--- config.mk ---
export PLATFORM = sky130hd
export DESIGN_NAME = mac_operand_seq_flat
export DESIGN_NICKNAME = d
export VERILOG_FILES = /design/src/rtl/mac_operand_seq_if.sv /design/src/rtl/mac_operand_seq.sv /design/src/flat_wrapper.sv
export SDC_FILE = /design/constraint.sdc
export NUM_CORES = 1
export LEC_CHECK = 0
export BUFFER_PORTS_ARGS = -buffer_cell sky130_fd_sc_hd__clkbuf_2
export CAP_MARGIN = 20
export CORE_MARGIN = 1.5
export CORE_UTILIZATION = 58
export DETAILED_ROUTE_END_ITERATION = 12
export PLACE_DENSITY = 0.9
export SLEW_MARGIN = 5
export SYNTH_ARGS = -nofsm -noshare
export SYNTH_HDL_FRONTEND = slang
export SYNTH_SLANG_ARGS = --single-unit
--- constraint.sdc ---
create_clock -name clk -period 6.3 [get_ports clk]
set_clock_uncertainty 0.2 [all_clocks]
set_input_delay 0.945 -clock clk [delete_from_list [all_inputs] [get_ports clk]]
set_output_delay 0.945 -clock clk [all_outputs]
set_load 0.05 [all_outputs]
--- src/rtl/mac_operand_seq_if.sv ---
// Operand-stream and buffer-read bundle for mac_operand_seq.
//   master : sequencer side - drives read strobes/addresses and operand triples,
//            receives read data and op_ready.
//   slave  : environment side - memories return read data, MAC lane drives op_ready.
// Signals: fm_rd_en/fm_addr/fm_rdata, wt_rd_en/wt_addr/wt_rdata,
//          op_valid/op_ready/op_data/op_weight/op_bias/op_first/op_last.
interface mac_operand_seq_if #(
    parameter int unsigned DATA_WIDTH = 8,
    parameter int unsigned ADDR_WIDTH = 10
);
    logic                  fm_rd_en;
    logic [ADDR_WIDTH-1:0] fm_addr;
    logic [DATA_WIDTH-1:0] fm_rdata;
    logic                  wt_rd_en;
    logic [ADDR_WIDTH-1:0] wt_addr;
    logic [DATA_WIDTH-1:0] wt_rdata;
    logic                  op_valid;
    logic                  op_ready;
    logic [DATA_WIDTH-1:0] op_data;
    logic [DATA_WIDTH-1:0] op_weight;
    logic [DATA_WIDTH-1:0] op_bias;
    logic                  op_first;
    logic                  op_last;

    modport master (
        output fm_rd_en, fm_addr, wt_rd_en, wt_addr,
        output op_valid, op_data, op_weight, op_bias, op_first, op_last,
        input  fm_rdata, wt_rdata, op_ready
    );

    modport slave (
        input  fm_rd_en, fm_addr, wt_rd_en, wt_addr,
        input  op_valid, op_data, op_weight, op_bias, op_first, op_last,
        output fm_rdata, wt_rdata, op_ready
    );
endinterface

--- src/rtl/mac_operand_seq.sv ---
// mac_operand_seq: walks one KERNEL_SIZE x KERNEL_SIZE window per start pulse,
// reads feature-map and weight buffers (1-cycle synchronous read) and streams
// (data, weight, bias) triples with first/last tags over a valid/ready handshake.
// Ports:
//   clk, rst (async, active-high)
//   start, win_base, wgt_base, bias_in : window request, latched when accepted in IDLE
//   busy, done                         : window in progress / one-cycle completion pulse
//   bus (mac_operand_seq_if.master)    : buffer read ports and operand stream
//   stall_cnt [15:0]                   : only when STALL_CNT_EN is defined; counts
//                                        op_valid & !op_ready cycles of the current window
// Optional feature macro: STALL_CNT_EN
module mac_operand_seq #(
    parameter int unsigned DATA_WIDTH  = 8,
    parameter int unsigned KERNEL_SIZE = 5,
    parameter int unsigned IMG_WIDTH   = 32,
    parameter int unsigned ADDR_WIDTH  = 10
) (
    input  logic                  clk,
    input  logic                  rst,
    input  logic                  start,
    input  logic [ADDR_WIDTH-1:0] win_base,
    input  logic [ADDR_WIDTH-1:0] wgt_base,
    input  logic [DATA_WIDTH-1:0] bias_in,
    output logic                  busy,
    output logic                  done,
`ifdef STALL_CNT_EN
    output logic [15:0]           stall_cnt,
`endif
    mac_operand_seq_if.master     bus
);

    localparam int unsigned CNT_W = (KERNEL_SIZE > 1) ? $clog2(KERNEL_SIZE) : 1;
    localparam logic [CNT_W-1:0]      K_LAST   = CNT_W'(KERNEL_SIZE - 1);
    localparam logic [ADDR_WIDTH-1:0] FM_PITCH = ADDR_WIDTH'(IMG_WIDTH);

    typedef enum logic [1:0] {
        S_IDLE  = 2'd0,
        S_RUN   = 2'd1,
        S_DRAIN = 2'd2,
        S_DONE  = 2'd3
    } state_t;

    typedef struct packed {
        logic [DATA_WIDTH-1:0] data;
        logic [DATA_WIDTH-1:0] weight;
        logic                  first;
        logic                  last;
    } entry_t;

    state_t                state_q, state_d;
    logic [CNT_W-1:0]      row_q, row_d;
    logic [CNT_W-1:0]      col_q, col_d;
    logic [ADDR_WIDTH-1:0] fm_row_q, fm_row_d;
    logic [ADDR_WIDTH-1:0] fm_addr_q, fm_addr_d;
    logic [ADDR_WIDTH-1:0] wt_addr_q, wt_addr_d;
    logic [DATA_WIDTH-1:0] bias_q, bias_d;
    logic                  inflight_q, inflight_d;
    logic                  infl_first_q, infl_first_d;
    logic                  infl_last_q, infl_last_d;
    entry_t                e0_q, e0_d;
    entry_t                e1_q, e1_d;
    logic                  v0_q, v0_d;
    logic                  v1_q, v1_d;
    logic                  busy_q, busy_d;
    logic                  done_q, done_d;

    logic                  pop_c;
    logic                  issue_c;
    logic                  accept_c;
    logic [1:0]            occ_c;
    entry_t                push_c;

    // Window sequencer: next state, address walk and read issue.
    always_comb begin
        state_d   = state_q;
        row_d     = row_q;
        col_d     = col_q;
        fm_row_d  = fm_row_q;
        fm_addr_d = fm_addr_q;
        wt_addr_d = wt_addr_q;
        bias_d    = bias_q;
        accept_c  = 1'b0;
        issue_c   = 1'b0;
        pop_c     = v0_q & bus.op_ready;
        // Buffer slots committed after this cycle's pop; never exceeds 2.
        occ_c     = 2'(v0_q) + 2'(v1_q) + 2'(inflight_q) - 2'(pop_c);

        unique case (state_q)
            S_IDLE: begin
                if (start) begin
                    accept_c  = 1'b1;
                    state_d   = S_RUN;
                    row_d     = '0;
                    col_d     = '0;
                    fm_row_d  = win_base;
                    fm_addr_d = win_base;
                    wt_addr_d = wgt_base;
                    bias_d    = bias_in;
                end
            end
            S_RUN: begin
                issue_c = (occ_c < 2'd2);
                if (issue_c) begin
                    // Kernel elements are contiguous in weight memory.
                    wt_addr_d = wt_addr_q + ADDR_WIDTH'(1);
                    if (col_q == K_LAST) begin
                        col_d     = '0;
                        fm_row_d  = fm_row_q + FM_PITCH;
                        fm_addr_d = fm_row_q + FM_PITCH;
                        if (row_q == K_LAST) begin
                            state_d = S_DRAIN;
                        end else begin
                            row_d = row_q + CNT_W'(1);
                        end
                    end else begin
                        col_d     = col_q + CNT_W'(1);
                        fm_addr_d = fm_addr_q + ADDR_WIDTH'(1);
                    end
                end
            end
            S_DRAIN: begin
                if (pop_c && e0_q.last) begin
                    state_d = S_DONE;
                end
            end
            S_DONE: begin
                state_d = S_IDLE;
            end
            default: begin
                state_d = S_IDLE;
            end
        endcase

        busy_d       = (state_d != S_IDLE);
        done_d       = (state_d == S_DONE);
        inflight_d   = issue_c;
        infl_first_d = issue_c && (row_q == '0) && (col_q == '0);
        infl_last_d  = issue_c && (row_q == K_LAST) && (col_q == K_LAST);
    end

    // Two-entry shift buffer: head always in e0 so the operand outputs come straight from flops.
    always_comb begin
        e0_d   = e0_q;
        e1_d   = e1_q;
        v0_d   = v0_q;
        v1_d   = v1_q;
        push_c = '{data: bus.fm_rdata, weight: bus.wt_rdata,
                   first: infl_first_q, last: infl_last_q};
        if (pop_c) begin
            e0_d = v1_q ? e1_q : '0;
            v0_d = v1_q;
            e1_d = '0;
            v1_d = 1'b0;
        end
        if (inflight_q) begin
            if (!v0_d) begin
                e0_d = push_c;
                v0_d = 1'b1;
            end else begin
                e1_d = push_c;
                v1_d = 1'b1;
            end
        end
    end

    // State and datapath registers.
    always_ff @(posedge clk or posedge rst) begin
        if (rst) begin
            state_q      <= S_IDLE;
            row_q        <= '0;
            col_q        <= '0;
            fm_row_q     <= '0;
            fm_addr_q    <= '0;
            wt_addr_q    <= '0;
            bias_q       <= '0;
            inflight_q   <= 1'b0;
            infl_first_q <= 1'b0;
            infl_last_q  <= 1'b0;
            e0_q         <= '0;
            e1_q         <= '0;
            v0_q         <= 1'b0;
            v1_q         <= 1'b0;
            busy_q       <= 1'b0;
            done_q       <= 1'b0;
        end else begin
            state_q      <= state_d;
            row_q        <= row_d;
            col_q        <= col_d;
            fm_row_q     <= fm_row_d;
            fm_addr_q    <= fm_addr_d;
            wt_addr_q    <= wt_addr_d;
            bias_q       <= bias_d;
            inflight_q   <= inflight_d;
            infl_first_q <= infl_first_d;
            infl_last_q  <= infl_last_d;
            e0_q         <= e0_d;
            e1_q         <= e1_d;
            v0_q         <= v0_d;
            v1_q         <= v1_d;
            busy_q       <= busy_d;
            done_q       <= done_d;
        end
    end

`ifdef STALL_CNT_EN
    logic [15:0] stall_q, stall_d;

    // Saturating count of back-pressured cycles; restarts when a window is accepted.
    always_comb begin
        stall_d = stall_q;
        if (accept_c) begin
            stall_d = '0;
        end else if (v0_q && !bus.op_ready && (stall_q != 16'hFFFF)) begin
            stall_d = stall_q + 16'd1;
        end
    end

    always_ff @(posedge clk or posedge rst) begin
        if (rst) begin
            stall_q <= '0;
        end else begin
            stall_q <= stall_d;
        end
    end

    assign stall_cnt = stall_q;
`endif

    assign busy          = busy_q;
    assign done          = done_q;
    assign bus.fm_rd_en  = issue_c;
    assign bus.wt_rd_en  = issue_c;
    assign bus.fm_addr   = fm_addr_q;
    assign bus.wt_addr   = wt_addr_q;
    assign bus.op_valid  = v0_q;
    assign bus.op_data   = e0_q.data;
    assign bus.op_weight = e0_q.weight;
    assign bus.op_bias   = bias_q;
    assign bus.op_first  = e0_q.first;
    assign bus.op_last   = e0_q.last;

endmodule
--- src/flat_wrapper.sv ---
// flat-port wrapper written by rule: the top's interface ports become plain ports
module mac_operand_seq_flat 
#(
    parameter int unsigned DATA_WIDTH  = 8,
    parameter int unsigned KERNEL_SIZE = 5,
    parameter int unsigned IMG_WIDTH   = 32,
    parameter int unsigned ADDR_WIDTH  = 10
)
  (clk, rst, start, win_base, wgt_base, bias_in, busy, done, bus_fm_rd_en, bus_fm_addr, bus_wt_rd_en, bus_wt_addr, bus_op_valid, bus_op_data, bus_op_weight, bus_op_bias, bus_op_first, bus_op_last, bus_fm_rdata, bus_wt_rdata, bus_op_ready);
  mac_operand_seq_if #(.DATA_WIDTH(DATA_WIDTH), .ADDR_WIDTH(ADDR_WIDTH)) bus_i ();
  input  logic clk;
  input  logic rst;
  input  logic start;
  input  logic [ADDR_WIDTH-1:0] win_base;
  input  logic [ADDR_WIDTH-1:0] wgt_base;
  input  logic [DATA_WIDTH-1:0] bias_in;
  output logic busy;
  output logic done;
  output wire logic [$bits(bus_i.fm_rd_en)-1:0] bus_fm_rd_en;
  output wire logic [$bits(bus_i.fm_addr)-1:0] bus_fm_addr;
  output wire logic [$bits(bus_i.wt_rd_en)-1:0] bus_wt_rd_en;
  output wire logic [$bits(bus_i.wt_addr)-1:0] bus_wt_addr;
  output wire logic [$bits(bus_i.op_valid)-1:0] bus_op_valid;
  output wire logic [$bits(bus_i.op_data)-1:0] bus_op_data;
  output wire logic [$bits(bus_i.op_weight)-1:0] bus_op_weight;
  output wire logic [$bits(bus_i.op_bias)-1:0] bus_op_bias;
  output wire logic [$bits(bus_i.op_first)-1:0] bus_op_first;
  output wire logic [$bits(bus_i.op_last)-1:0] bus_op_last;
  input wire logic [$bits(bus_i.fm_rdata)-1:0] bus_fm_rdata;
  input wire logic [$bits(bus_i.wt_rdata)-1:0] bus_wt_rdata;
  input wire logic [$bits(bus_i.op_ready)-1:0] bus_op_ready;
  assign bus_fm_rd_en = bus_i.fm_rd_en;
  assign bus_fm_addr = bus_i.fm_addr;
  assign bus_wt_rd_en = bus_i.wt_rd_en;
  assign bus_wt_addr = bus_i.wt_addr;
  assign bus_op_valid = bus_i.op_valid;
  assign bus_op_data = bus_i.op_data;
  assign bus_op_weight = bus_i.op_weight;
  assign bus_op_bias = bus_i.op_bias;
  assign bus_op_first = bus_i.op_first;
  assign bus_op_last = bus_i.op_last;
  assign bus_i.fm_rdata = bus_fm_rdata;
  assign bus_i.wt_rdata = bus_wt_rdata;
  assign bus_i.op_ready = bus_op_ready;
  mac_operand_seq #(.DATA_WIDTH(DATA_WIDTH), .KERNEL_SIZE(KERNEL_SIZE), .IMG_WIDTH(IMG_WIDTH), .ADDR_WIDTH(ADDR_WIDTH)) u_core (.clk(clk), .rst(rst), .start(start), .win_base(win_base), .wgt_base(wgt_base), .bias_in(bias_in), .busy(busy), .done(done), .bus(bus_i));
endmodule
==> reports/qor.txt, run 1 <==
Largest net degree at the start of global routing = 62
WP data required = 5.15 ns
Slowest-stage cell, CP = inv_1
DP HPWL = 6470 um
Tot Pwr = 0.00308 W
Fin nets = 625
Max Freq = 0.233 GHz
Element type at the critical path start = primary input
Maximum vdd drop = 0.423 mV
Reg2Reg Setup Slack = 2.68 ns
I/O pin cnt = 99
GRT busiest layer = met2
First-pass GRT wire length = 16600 um
CP Cell Sequence = clkbuf_2 -> nand2_1 -> inv_1 -> ha_1 -> inv_1 -> ha_1 -> a21oi_2 -> mux2i_4 -> clkbuf_2
Ant diodes = 0
Worst Hold Path EP = u_core.e1_q[1]$_DFF_PP0_
Core Footprint = 0.00729 mm2
Critical path class = primary input to output port
Final Max Slew Viols = 0
P_leak = 2.45 nW
Worst hold slack = 0.295 ns
Hold Path Class = flop to flop
Final WL = 9850 um
Final core utilization = 70.4%
Critical Path Max Stage Delay = 0.42 ns
RSZ-0062 raised after global routing = no
PostCTS Resize Cnt = 0
Worst Path Max Fanout = 21
CTS root buf = clkbuf_8
CTS tree = built
Hold violation count in the final report = 0
ANT nets after route = 0
Max_cap viols = 0
Clock Sinks = 89
Met3 Track Usage GR = 4.31%
GR met1 Demand/Resource = 33.3%
Syn Inst Count = 486
Total GRT Usage = 25.0%
Worst reg2reg endpoint = u_core.bus.fm_addr[8]$_DFFE_PP0P_
Routed wire per std cell = 14.7 um
Initial core utilization = 60.3%
Worst-margin pin slew = 1.05 ns
Die area = 0.00811 mm2
Vias in the first global route = 3586
Syn_area_per_cell = 9.05 um2
Post-Syn Area = 0.00440 mm2
Endpoint arrival time on the critical path = 3.15 ns
Fin crit period = 4.30 ns
Hold Path Origin = u_core.infl_first_q$_DFF_PP0_
GP Congestion = 0.843
Vias = 3860
Area Growth Syn to Fin = 16.8%
Number of flops mapped to enable cells by yosys = 0
Status = complete, no violations
# DRC = 0
Pre-antenna DRT Iters = 5
Syn_nets = 543
Postcts setup bufs = 0
Crit end category = output port
Num CTS Buffers = 9
Distinct cells, synth = 51
Remaining global-route overflow = 0
Final setup fails = 0
Die X = 90.1 um
H-tree levels = 3
Fin crit share = 68.2%
Placement Rows = 31
R2r startpoint = u_core.bus.op_valid$_DFF_PP0_
PortBufs = 98
GR Util met2 = 41.1%
Hold buffer count at cts = 0
Vias/cell = 5.75
Yosys reg bits = 89
Hold Path Depth = 2
Clk_lat worst skew = 0.36 ns
Worst r2r path cells = 10
Synth warnings = 0
Pwr per Cell Area = 599 mW/mm2
Synth Flop Type = dfrtp_1
Fraction of layout cells with a size suffix above 1 = 24.5%
Slew margin rel. = 29.7%
Register area share after synthesis = 50.6%
Die Span Y = 90.1 um
1st-iter DRT viols = 240
Initial antenna violation count = 0
Async set or reset register ratio after synthesis = 100%
Reg clk slew, reported paths = 0.08 ns
Fin Setup TNS = 0 ns
Max clock buf depth = 2
-- cell type report --
type	count	area, um2
clock inverter	4	52.6
inverter	14	53.8
sequential	89	2230
tap	99	124
clock buffer	11	151
timing repair buffer	104	571
multi-input combinational	350	1960
fill	576	2160
-- report_power, final --
| part | leakage [nW] | switching (W) | internal (W) | total, W |
|---|---|---|---|---|
| Combinational | 1.24 | 0.00117 | 0.000485 | 0.00165 |
| Clock | 0.105 | 0.000197 | 0.000204 | 0.000401 |
| Sequential | 1.11 | 0.000204 | 0.000817 | 0.00102 |
-- through the flow --
stage / cell area [um2] / setup slack [ns] / cells
after detailed placement: 4870 / 2.03 / 653
after CTS: 5080 / 2.03 / 668
after global placement: 4870 / 2.10 / 653
final: 5140 / 2.00 / 671
after global routing: 5140 / 1.85 / 671
after floorplan: 4400 / 2.21 / 486
-- Yosys cell counts (2+ instances only) --
cell type | instances | share of area, %
o21ai_1 | 3 | 0.34
xnor2_1 | 3 | 0.60
nand3b_1 | 2 | 0.34
and3_1 | 21 | 3.0
o2bb2ai_1 | 2 | 0.40
buf_4 | 2 | 0.34
o22ai_1 | 6 | 0.85
o21ai_0 | 69 | 7.9
nor3_1 | 4 | 0.46
buf_6 | 2 | 0.51
nand2_1 | 85 | 7.3
dfrtp_1 | 89 | 51
buf_2 | 3 | 0.34
inv_1 | 14 | 1.2
a31oi_1 | 6 | 0.85
clkbuf_1 | 25 | 2.1
nor2b_1 | 2 | 0.28
mux2_2 | 13 | 3.3
xor2_1 | 4 | 0.80
or3_1 | 3 | 0.43
o22a_1 | 2 | 0.40
nand4_1 | 3 | 0.43
nand3_1 | 12 | 1.4
ha_1 | 9 | 2.6
o31ai_1 | 3 | 0.51
a21oi_1 | 48 | 5.5
nor2_1 | 27 | 2.3
-- kinds of logic (layout without fill, tap and decap cells) --
group	count (synthesis)	after routing	share of synthesized area, %
adders and majority gates	9	9	2.56
AOI/OAI and AO/OA	148	148	18.4
muxes	14	14	3.84
DFF	89	89	50.6
xor gates and xnor gates	7	7	1.39
and+or+nand+nor	172	172	18.2
buffers and inverters	47	133	4.98
-- worst max-delay path, delay by kind of cell --
family / cells / cell delay [ns]
AO/OA/AOI/OAI: 1 / 0.25
AND/OR/NAND/NOR: 1 / 0.07
buffers and inverters: 4 / 0.92
multiplexers: 1 / 0.40
adder cells (fa/ha/maj): 2 / 0.56
-- how the worst max path moves through the flow --
stage,start,endpoint,cells past startpoint
finish,bus_op_ready,bus_fm_rd_en,9
global route,bus_op_ready,bus_fm_rd_en,9
CTS,bus_op_ready,bus_fm_rd_en,9
detailed placement,bus_op_ready,bus_fm_rd_en,9
global placement,bus_op_ready,bus_fm_rd_en,9
floorplan,bus_op_ready,bus_wt_rd_en,9
-- cell usage in the layout, fill, tap and decap left out, types with 6 or more instances in the layout --
cell type	netlist	final
a21oi_1	48	48
a31oi_1	6	6
and3_1	21	21
clkbuf_2	0	98
clkbuf_8	0	11
dfrtp_1	89	89
ha_1	9	9
inv_1	14	13
mux2_2	13	13
nand2_1	85	85
nand3_1	12	12
nor2_1	27	26
o21ai_0	69	69
o22ai_1	6	6
-- metal layers --
metal	wire length [um]	up-vias
met5	0	-
met4	127	0
met3	641	13
met2	4790	155
met1	4300	1848
li1	-	1844
-- registers in the layout (all words and copies together), names as in the netlist --
register / count
u_core.bus.fm_addr: 10
u_core.bus.op_bias: 8
u_core.bus.op_data: 8
u_core.bus.op_first: 1
u_core.bus.op_last: 1
u_core.bus.op_valid: 1
u_core.bus.op_weight: 8
u_core.bus.wt_addr: 10
u_core.busy: 1
u_core.col_q: 3
u_core.done: 1
u_core.e1_q: 18
u_core.fm_row_q: 10
u_core.infl_first_q: 1
u_core.infl_last_q: 1
u_core.inflight_q: 1
u_core.row_q: 3
u_core.state_q: 2
u_core.v1_q: 1
No activity file was read; power rests on OpenSTA's default activity.
==> inputs of run 2 (changes only) <==
CORE_UTILIZATION = 49   (was 58)
PLACE_DENSITY = 0.81   (was 0.9)
clock period = 3.64 ns   (was 6.3 ns; I/O delays follow)
==> run 2 against run 1 <==
- first-iteration DRC count down 39%
- core utilization down 11 points
- routed wire length up 0.73%
- register-to-register slack worse by 2.1 ns
- clock power up 88%
- critical path type is now flop to output port
- largest power group unchanged
- highest routed layer unchanged
==> reports/qor.txt, run 2 (synthesized netlist as in run 1, its figures left out) <==
Status = complete, no violations
Num CTS Buffers = 9
Endpoint arrival time on the critical path = 2.54 ns
Final worst-path setup slack = 0.357 ns
Critical path class = flop to output port
Final setup fails = 0
RSZ-0062 raised after global routing = no
Vias = 3834
Post-route cell area = 0.00517 mm2
Switching power = 0.00272 W
WP data required = 2.89 ns
Placed cell area = 0.00495 mm2
Crit path buffers/inverters = 3
Worst reg2reg endpoint = u_core.bus.fm_addr[7]$_DFFE_PP0P_
Pwr per Cell Area = 1040 mW/mm2
GP Congestion = 0.851
Sequential share of power = 32.8%
Hold Path Class = primary input to async pin
Reg2Reg Setup Slack = 0.62 ns
Max_cap viols = 0
Tot Pwr = 0.00540 W
Die area = 0.00955 mm2
R2r startpoint = u_core.bus.op_valid$_DFF_PP0_
I/O pin cnt = 99
Worst-margin pin slew = 1.09 ns
Largest net degree at the start of global routing = 47
Worst Path Max Fanout = 9
Switching part of the total = 50.3%
Area Growth Syn to Fin = 17.7%
Clk pwr share = 13.9%
Fin crit period = 3.28 ns
Pre-antenna DRT Iters = 4
Final WL = 9920 um
Routed wire per std cell = 14.5 um
1st-iter DRT viols = 147
Max Freq = 0.305 GHz
Initial core utilization = 50.4%
CTS root buf = clkbuf_8
Largest Register = u_core.e1_q
Initial antenna violation count = 0
Maximum vdd drop = 0.581 mV
Placement Rows = 34
Die X = 97.7 um
CP Cell Sequence = nand2_1 -> inv_1 -> ha_1 -> inv_1 -> ha_1 -> a21oi_2 -> mux2i_4 -> clkbuf_2
Max FFs per register = 18
Vias in the first global route = 3709
H-tree levels = 3
Fin Setup TNS = 0 ns
Core Footprint = 0.00872 mm2
Critical path's top delay family = adder cells
PortBufs = 98
# DRC = 0
Final Max Slew Viols = 0
Most frequent cells in the layout = clkbuf_2 (97), dfrtp_1 (89), nand2_1 (85)
Total GRT Usage = 21.7%
Reg clk slew, reported paths = 0.09 ns
Clock Sinks = 89
CTS tree = built
Commonest non-fill, non-tap cell in the layout = clkbuf_2
Fin nets = 627
Vias/cell = 5.61
DP HPWL = 6730 um
Fraction of layout cells with a size suffix above 1 = 24.7%
First-pass GRT wire length = 17000 um
Fin crit share = 90.2%
Slew margin rel. = 27.1%
Postcts setup bufs = 0
Gate power share = 53.3%
Worst r2r path cells = 11
PostCTS Resize Cnt = 0
ANT nets after route = 0
Remaining global-route overflow = 0
Hold buffer count at cts = 0
Internal power = 0.00268 W
Ant diodes = 0
Max clock buf depth = 2
Clk_lat worst skew = 0.35 ns
P_leak = 2.46 nW
Element type at the critical path start = flop
Crit end category = output port
Dpl ws = 0.366 ns
Die Span Y = 97.7 um
Hold violation count in the final report = 0
Slowest-stage cell, CP = mux2i_4
Critical Path Max Stage Delay = 0.44 ns
-- run 2: changes by cell type in the layout (fill, tap and decap cells not counted), moves of 2 or more --
cell,change
clkbuf_1,+2
buf_8,-2
buf_12,+2
buf_4,+4
-- run 2: area by class of cell --
type,count,area (um2)
timing repair buffer,106,578
sequential,89,2230
inverter,14,53.8
clock inverter,4,76.3
fill,768,3550
clock buffer,12,145
tap,108,135
multi-input combinational,350,1960
-- run 2: metal layers --
metal / vias to the layer above / share of wire (%) / GRT usage, % / routed length, um
met1: 1830 / 44 / 27.8 / 4400
met4: 0 / 0.96 / 6.37 / 95
met3: 10 / 6.4 / 4.15 / 634
met5: - / 0 / 0 / 0
li1: 1856 / - / - / -
met2: 138 / 48 / 37.8 / 4790
-- run 2: power by group through the flow --
stage	combinational (W)	sequential (W)	clock, W
6_report	0.00288	0.00177	0.000752
5_1_grt	0.00315	0.00183	0.000805
4_1_cts	0.00289	0.00176	0.000769
3_5_place_dp	0.00289	0.00178	0
3_3_place_gp	0.00280	0.00176	0
2_1_floorplan	0.00157	0.00248	0
-- run 2: metrics by stage --
| step | cells | hold slack [ns] | utilization (%) |
|---|---|---|---|
| after detailed placement | 667 | 0.270 | 56.8 |
| after floorplan | 486 | 0.247 | - |
| after global placement | 667 | 0.257 | 56.8 |
| final | 683 | 0.0856 | 59.3 |
| after CTS | 683 | 0.118 | 59.3 |
| after global routing | 683 | 0.152 | 59.3 |
-- run 2: worst max-delay path by stage --
stage	from	to	slack, ns	cells past startpoint
CTS	u_core.bus.op_valid$_DFF_PP0_	bus_fm_rd_en	0.33	8
finish	u_core.bus.op_valid$_DFF_PP0_	bus_fm_rd_en	0.36	8
floorplan	u_core.bus.op_valid$_DFF_PP0_	bus_wt_rd_en	0.19	9
global route	u_core.bus.op_valid$_DFF_PP0_	bus_fm_rd_en	0.19	8
global placement	bus_op_ready	u_core.fm_row_q[9]$_DFFE_PP0P_	0.46	12
detailed placement	bus_op_ready	u_core.bus.fm_addr[7]$_DFFE_PP0P_	0.37	12
